`config.mk`:
```
export PLATFORM = sky130hd
export DESIGN_NAME = forney_err_scheduler
export DESIGN_NICKNAME = d
export VERILOG_FILES = /design/src/rtl/rs_dec_pkg.sv /design/src/rtl/forney_rr_pick.sv /design/src/rtl/forney_err_scheduler.sv
export SDC_FILE = /design/constraint.sdc
export NUM_CORES = 1
export LEC_CHECK = 0
export ABC_AREA = 1
export CORE_MARGIN = 4
export CORE_UTILIZATION = 50
export CTS_CLUSTER_SIZE = 20
export DETAILED_ROUTE_END_ITERATION = 8
export GPL_TIMING_DRIVEN = 0
export PLACE_DENSITY = 0.7
export RECOVER_POWER = 25
export SLEW_MARGIN = 20
export SYNTH_ARGS = -nofsm -noshare
export SYNTH_HDL_FRONTEND = slang
export SYNTH_SLANG_ARGS = --single-unit
```
`constraint.sdc`:
```
create_clock -name clk_i -period 10.7 [get_ports clk_i]
set_input_delay 2.14 -clock clk_i [delete_from_list [all_inputs] [get_ports clk_i]]
set_output_delay 2.14 -clock clk_i [all_outputs]
set_load 0.02 [all_outputs]
```
`src/rtl/rs_dec_pkg.sv`:
```
// Shared constants and state encoding for the RS(544,522) decoder error scheduler.
package rs_dec_pkg;

   localparam int unsigned LANES  = 32;  // Chien lanes per batch
   localparam int unsigned LANE_W = 5;   // log2(LANES)
   localparam int unsigned POS_W  = 10;  // symbol position width (0..543)
   localparam int unsigned T_MAX  = 11;  // correctable error limit
   localparam int unsigned CNT_W  = 5;   // saturating error counter width

   typedef enum logic [1:0] {
      StIdle,
      StDrain,
      StDone
   } sched_state_e;

endpackage

```
`src/rtl/forney_rr_pick.sv`:
```
// Rotating-priority finder: first set pending bit at or after the pointer, wrapping.
module forney_rr_pick
   import rs_dec_pkg::*;
(
   input  logic [LANES-1:0]  pending_i,
   input  logic [LANE_W-1:0] pointer_i,
   output logic [LANE_W-1:0] grant_o,
   output logic              any_o,
   output logic              single_o
);

   logic [LANE_W-1:0] idx;

   // Scan lanes starting at the pointer; first hit wins.
   always_comb begin
      grant_o = '0;
      any_o   = 1'b0;
      idx     = '0;
      for (int unsigned i = 0; i < LANES; i++) begin
         idx = pointer_i + LANE_W'(i);
         if (!any_o && pending_i[idx]) begin
            grant_o = idx;
            any_o   = 1'b1;
         end
      end
      // Exactly one bit set: non-zero and clearing the lowest bit leaves nothing.
      single_o = any_o && ((pending_i & (pending_i - LANES'(1))) == '0);
   end

endmodule

```
`src/rtl/forney_err_scheduler.sv`:
```
// Feeds Chien search hit batches into the shared Forney unit one error per cycle,
// counting errors per codeword and flagging uncorrectable codewords at the end.
module forney_err_scheduler
   import rs_dec_pkg::*;
(
   input  logic              clk_i,
   input  logic              srst,
   input  logic              en,
   input  logic              hit_valid_i,
   output logic              hit_ready_o,
   input  logic [LANES-1:0]  hit_vec_i,
   input  logic [POS_W-1:0]  hit_base_i,
   input  logic              hit_last_i,
   output logic              fy_valid_o,
   input  logic              fy_ready_i,
   output logic [LANE_W-1:0] fy_lane_o,
   output logic [POS_W-1:0]  fy_pos_o,
   output logic              fy_last_o,
   output logic              cw_done_o,
   output logic [CNT_W-1:0]  cw_err_cnt_o,
   output logic              cw_fail_o
);

   sched_state_e      state_q, state_d;
   logic [LANES-1:0]  pend_q, pend_d;
   logic [LANE_W-1:0] ptr_q, ptr_d;
   logic [POS_W-1:0]  base_q, base_d;
   logic              last_q, last_d;
   logic [CNT_W-1:0]  cnt_q, cnt_d;

   logic              fy_valid_q, fy_valid_d;
   logic [LANE_W-1:0] fy_lane_q, fy_lane_d;
   logic [POS_W-1:0]  fy_pos_q, fy_pos_d;
   logic              fy_last_q, fy_last_d;

   logic              accept;
   logic              hs;
   logic [LANE_W-1:0] pick_grant;
   logic              pick_any;
   logic              pick_single;

   assign hit_ready_o = !srst && en && (state_q == StIdle);
   assign accept      = hit_valid_i && hit_ready_o;
   assign hs          = fy_valid_q && fy_ready_i;

   // The picker looks at next-state pending/pointer so the following grant is
   // registered on the same edge as the handshake (one error per cycle).
   forney_rr_pick u_pick (
      .pending_i (pend_d),
      .pointer_i (ptr_d),
      .grant_o   (pick_grant),
      .any_o     (pick_any),
      .single_o  (pick_single)
   );

   // Control next state: batch latch, bit retirement, pointer and count updates.
   always_comb begin
      state_d = state_q;
      pend_d  = pend_q;
      ptr_d   = ptr_q;
      base_d  = base_q;
      last_d  = last_q;
      cnt_d   = cnt_q;
      unique case (state_q)
         StIdle: begin
            if (accept) begin
               if (hit_vec_i != '0) begin
                  pend_d  = hit_vec_i;
                  base_d  = hit_base_i;
                  last_d  = hit_last_i;
                  state_d = StDrain;
               end else if (hit_last_i) begin
                  state_d = StDone;
               end
            end
         end
         StDrain: begin
            if (hs) begin
               pend_d = pend_q & ~(LANES'(1) << fy_lane_q);
               ptr_d  = fy_lane_q + LANE_W'(1);
               cnt_d  = (cnt_q == '1) ? cnt_q : cnt_q + CNT_W'(1);
               if (pend_d == '0) begin
                  state_d = last_q ? StDone : StIdle;
               end
            end
         end
         StDone: begin
            cnt_d   = '0;
            ptr_d   = '0;
            state_d = StIdle;
         end
         default: state_d = StIdle;
      endcase
   end

   // Request next state: hold a stalled request, otherwise launch a grant when enabled.
   always_comb begin
      fy_valid_d = fy_valid_q;
      fy_lane_d  = fy_lane_q;
      fy_pos_d   = fy_pos_q;
      fy_last_d  = fy_last_q;
      if (fy_valid_q && !fy_ready_i) begin
         fy_valid_d = 1'b1;
      end else if ((state_d == StDrain) && en && pick_any) begin
         fy_valid_d = 1'b1;
         fy_lane_d  = pick_grant;
         fy_pos_d   = base_d + POS_W'(pick_grant);
         fy_last_d  = last_d && pick_single;
      end else begin
         fy_valid_d = 1'b0;
      end
   end

   // State registers with synchronous reset.
   always_ff @(posedge clk_i) begin
      if (srst) begin
         state_q    <= StIdle;
         pend_q     <= '0;
         ptr_q      <= '0;
         base_q     <= '0;
         last_q     <= 1'b0;
         cnt_q      <= '0;
         fy_valid_q <= 1'b0;
         fy_lane_q  <= '0;
         fy_pos_q   <= '0;
         fy_last_q  <= 1'b0;
      end else begin
         state_q    <= state_d;
         pend_q     <= pend_d;
         ptr_q      <= ptr_d;
         base_q     <= base_d;
         last_q     <= last_d;
         cnt_q      <= cnt_d;
         fy_valid_q <= fy_valid_d;
         fy_lane_q  <= fy_lane_d;
         fy_pos_q   <= fy_pos_d;
         fy_last_q  <= fy_last_d;
      end
   end

   assign fy_valid_o = fy_valid_q;
   assign fy_lane_o  = fy_lane_q;
   assign fy_pos_o   = fy_pos_q;
   assign fy_last_o  = fy_last_q;

   // Codeword report is a decode of the one-cycle DONE state.
   assign cw_done_o    = (state_q == StDone);
   assign cw_err_cnt_o = cw_done_o ? cnt_q : '0;
   assign cw_fail_o    = cw_done_o && (cnt_q > CNT_W'(T_MAX));

endmodule

```
==> results of run 1 <==
-- metal layers --
metal	vias to the layer above	GRT usage	wire length (um)
met5	-	0	0
met2	731	0.571	16400
met3	154	0.0713	4320
met4	0	0.183	2380
met1	5259	0.492	15800
li1	5518	-	-
-- kinds of logic (layout without fill, tap and decap cells) --
logic type                 count (synthesis)  after routing  share of synthesized area
adders and majority gates                 30             30                     0.0422
and+or+nand+nor                         1043           1043                      0.526
AOI/OAI and AO/OA                        194            194                      0.130
xor gates and xnor gates                  30             30                     0.0290
buffers and inverters                    241            330                      0.109
muxes                                      4              4                    0.00441
DFF                                       72             72                      0.159
-- repair_timing --
item,4_1_cts,5_1_grt
endpoints found under the hold margin,0,0
endpoints found under the setup margin,1,7
cloned,0,0
hold buffers,0,0
pin swaps,0,1
resized for setup,1,18
buffers inserted,0,3
-- metrics by stage --
| step | total power [uW] | area [sq um] |
|---|---|---|
| after floorplan | 616 | 9070 |
| after global placement | 743 | 10100 |
| after detailed placement | 749 | 10100 |
| after CTS | 1060 | 10400 |
| after global routing | 1130 | 10400 |
| final | 1070 | 10400 |
-- synthesized netlist by cell type, drive strengths merged, types with 6 or more instances --
cell type / instances / area (sq um)
a21boi: 15 / 120
a21oi: 46 / 234
buf: 33 / 205
clkbuf: 24 / 90.1
dfxtp: 72 / 1440
ha: 29 / 363
inv: 181 / 682
nand2: 447 / 1720
nand3: 312 / 1600
nand4: 48 / 362
nor2: 179 / 757
nor3: 25 / 130
nor4: 6 / 37.5
o21a: 14 / 105
o21ai: 83 / 430
or2: 15 / 93.8
xnor2: 8 / 70.1
xor2: 22 / 193
-- worst register-to-register path, delay by kind of cell (launching register included) --
kind            cells  cell delay (ns)
compound gates      4             0.98
simple gates       31             3.96
flops               1             0.35
fa+ha+maj           3             0.96
xor+xnor            2             0.61
buf+inv             8             1.55
-- layout by cell type, fill, tap and decap left out, drive strengths merged, types with 4 or more instances in the layout --
| cell type | n |
|---|---|
| nand2 | 447 |
| nand3 | 312 |
| inv | 181 |
| nor2 | 179 |
| o21ai | 83 |
| dfxtp | 72 |
| clkdlybuf4s50 | 54 |
| nand4 | 48 |
| a21oi | 46 |
| buf | 35 |
| clkbuf | 34 |
| ha | 29 |
| nor3 | 25 |
| xor2 | 22 |
| dlygate4sd3 | 17 |
| a21boi | 15 |
| or2 | 15 |
| o21a | 14 |
| xnor2 | 8 |
| nor4 | 6 |
| o21bai | 5 |
| nand3b | 5 |
| a22o | 5 |
| a211oi | 5 |
| clkinv | 5 |
| mux2i | 4 |
| a221oi | 4 |
-- final cells by class --
class,count,area share
Clock inverter,6,0.00648
Buffer,56,0.0278
Sequential cell,72,0.138
Multi-Input combinational cell,1301,0.640
Inverter,184,0.0669
Timing Repair Buffer,74,0.0703
Clock buffer,10,0.0229
Tap cell,225,0.0270
-- state kept, by name, indices dropped and copies added, names as in the netlist --
name / count
base_q: 10
last_q: 1
ptr_q: 5
fy_valid_o: 1
fy_lane_o: 5
cnt_q: 5
state_q: 2
fy_last_o: 1
fy_pos_o: 10
pend_q: 32
-- worst paths after layout --
check,startpoint,endpoint,slack (ns),cells past startpoint
min,fy_last_o$_SDFFE_PP0P_,fy_last_o$_SDFFE_PP0P_,0.46,2
min reg2reg,fy_last_o$_SDFFE_PP0P_,fy_last_o$_SDFFE_PP0P_,0.46,2
max reg2reg,state_q[1]$_SDFF_PP0_,fy_pos_o[9]$_SDFFE_PP0P_,2.22,48
max,fy_ready_i,fy_pos_o[9]$_SDFFE_PP0P_,0.58,47
-- report_power, final --
group	switching, uW	internal [uW]	leakage [uW]
clock	124	188	0.000145
combinational	307	161	0.00437
sequential	9.17	280	0.000584
total	440	629	0.00510
==> out/summary.txt, run 1 <==
WORST HOLD PATH
-------------------------------------------------------------------------------
Worst hold path class                                              flip-flop to flip-flop

CELLS AND AREA
-------------------------------------------------------------------------------
Final Instance Count excl. Fillers                                         1928
Area overhead of the layout relative to synthesis                         15.0%
Final core occ                                                            0.595
Number of inserted filler cells in the final layout                        1798
Antenna cell count                                                            0
FF+latch area                                                        1440 sq um
Layout cells sized above 1                                               0.0711
# nets final                                                               1776
Multi-input logic area                                               6680 sq um

YOSYS
-------------------------------------------------------------------------------
Async set or reset register ratio after synthesis                             0
Sequential fraction of the synthesis area                                 0.159
Number of flops mapped to enable cells by yosys                               0
Syn Std Cell Area                                                    9070 sq um
Number of nets produced by synthesis                                       1692
Average cell area after synthesis                                    5.62 sq um
Count of state elements after synthesis                                      72
Count of yosys warnings during synthesis                                      0
Library cells used by synthesis                                              64
Primary flip-flop cell chosen by synthesis mapping                 sky130_fd_sc_hd__dfxtp_1
Synthesized netlist cell count                                             1614

CLOCK TREE
-------------------------------------------------------------------------------
Clk Tree Root Cell                                                 sky130_fd_sc_hd__clkbuf_16
Number of sinks handled by clock tree synthesis                              72
Maximum buffer depth of the clock tree                                        2
TritonCTS buffer count                                                        9
CTS tree                                                                    yes
Worst-Skew Late Latency                                                 0.34 ns
Clock transition at the registers of the reported paths                 0.06 ns
H-Tree Depth                                                                  3

PWR
-------------------------------------------------------------------------------
Cell Pwr Density                                                    102 nW/um^2
Highest ir drop seen on vdd                                           0.0816 mV
Leak pwr                                                             0.00510 uW

TIMING
-------------------------------------------------------------------------------
Fin Setup TNS                                                              0 ns
Final critical-path setup slack                                        0.584 ns
Largest clock skew in the final design                               0.00446 ns
Hold Fails Final Rpt                                                          0
Number of setup violations in the final report                                0
Final period utilization                                                  0.945
Period minus WS final                                                  10.12 ns
Fmax                                                                   98.9 MHz
Remaining max-slew budget at the tightest pin                             0.126
Pins over their slew limit                                                    0
Worst Hold Margin                                                      0.457 ns
Least-Margin Pin Slew                                                   1.30 ns

RUN STATUS
-------------------------------------------------------------------------------
Outcome                                                            finished clean

CRITICAL PATH
-------------------------------------------------------------------------------
Sort of element at the end of the critical path                       flip-flop
Largest fanout on the critical path                                          12
Critical Path Most Common Cell                                     sky130_fd_sc_hd__nand2_1
Peak per-stage delay on the critical path                               0.52 ns
Startpoint type of the worst setup path                               input pin
Required time reported for the critical path endpoint                  10.97 ns
Data arrival time of the worst path                                    10.39 ns
Type of the worst setup path                                       input pin to flip-flop
Cell with the largest stage delay on the worst path                sky130_fd_sc_hd__clkdlybuf4s50_1
Count of buffer and inverter cells on the critical path                       7
Top delay family on crit path                                      simple AND/OR/NAND/NOR gates

GLOBAL ROUTE
-------------------------------------------------------------------------------
Total Routing Usage GR                                                    0.370
Via count of the first global-routing pass                                10.4k
First-pass GRT wire length                                              57.8 mm
Overflow left after global routing                                            0
Maximum number of pins on one net before global-route repair                 16
Initial antenna violation count                                               0

ROUTE
-------------------------------------------------------------------------------
Number of DRC markers after the initial detailed-route iteration           1489
Final antenna-violating net count                                             0
Via-to-Cell Ratio                                                          6.05
1st-pass router iterations                                                    8
WL/cell                                                                 20.2 um
Post-Route WL                                                           38.9 mm
Via count                                                                 11.7k
Detailed-route DRC error count                                                0

FLOORPLANNING
-------------------------------------------------------------------------------
Width of the die                                                         143 um
Die footprint                                                       20400 sq um
Die boundary height                                                      143 um
Area of the core region                                             17500 sq um
# rows                                                                       48
IO Pins                                                                      73
Initial Util                                                              0.517

PLACED DESIGN
-------------------------------------------------------------------------------
Final weighted congestion of routability-driven global placement           1.07
Number of cells in the design after placement                              1910
Port bufs                                                                    71
Worst slack at placement                                              -0.338 ns
HPWL after detailed placement                                           31.4 mm

JOB
-------------------------------------------------------------------------------
Max cap viols                                                                 0

No activity file was read; power rests on OpenSTA's default activity.
==> run 2, diff against run 1 <==
--- a/config.mk
+++ b/config.mk
@@ -6,6 +6,7 @@
 export NUM_CORES = 1
 export LEC_CHECK = 0
 export ABC_AREA = 1
+export ABC_CLOCK_PERIOD_IN_PS = 10700
 export CORE_MARGIN = 4
 export CORE_UTILIZATION = 50
 export CTS_CLUSTER_SIZE = 20
==> results of run 2 <==
The final DEF is identical to that of run 1; final timing and power are the same.
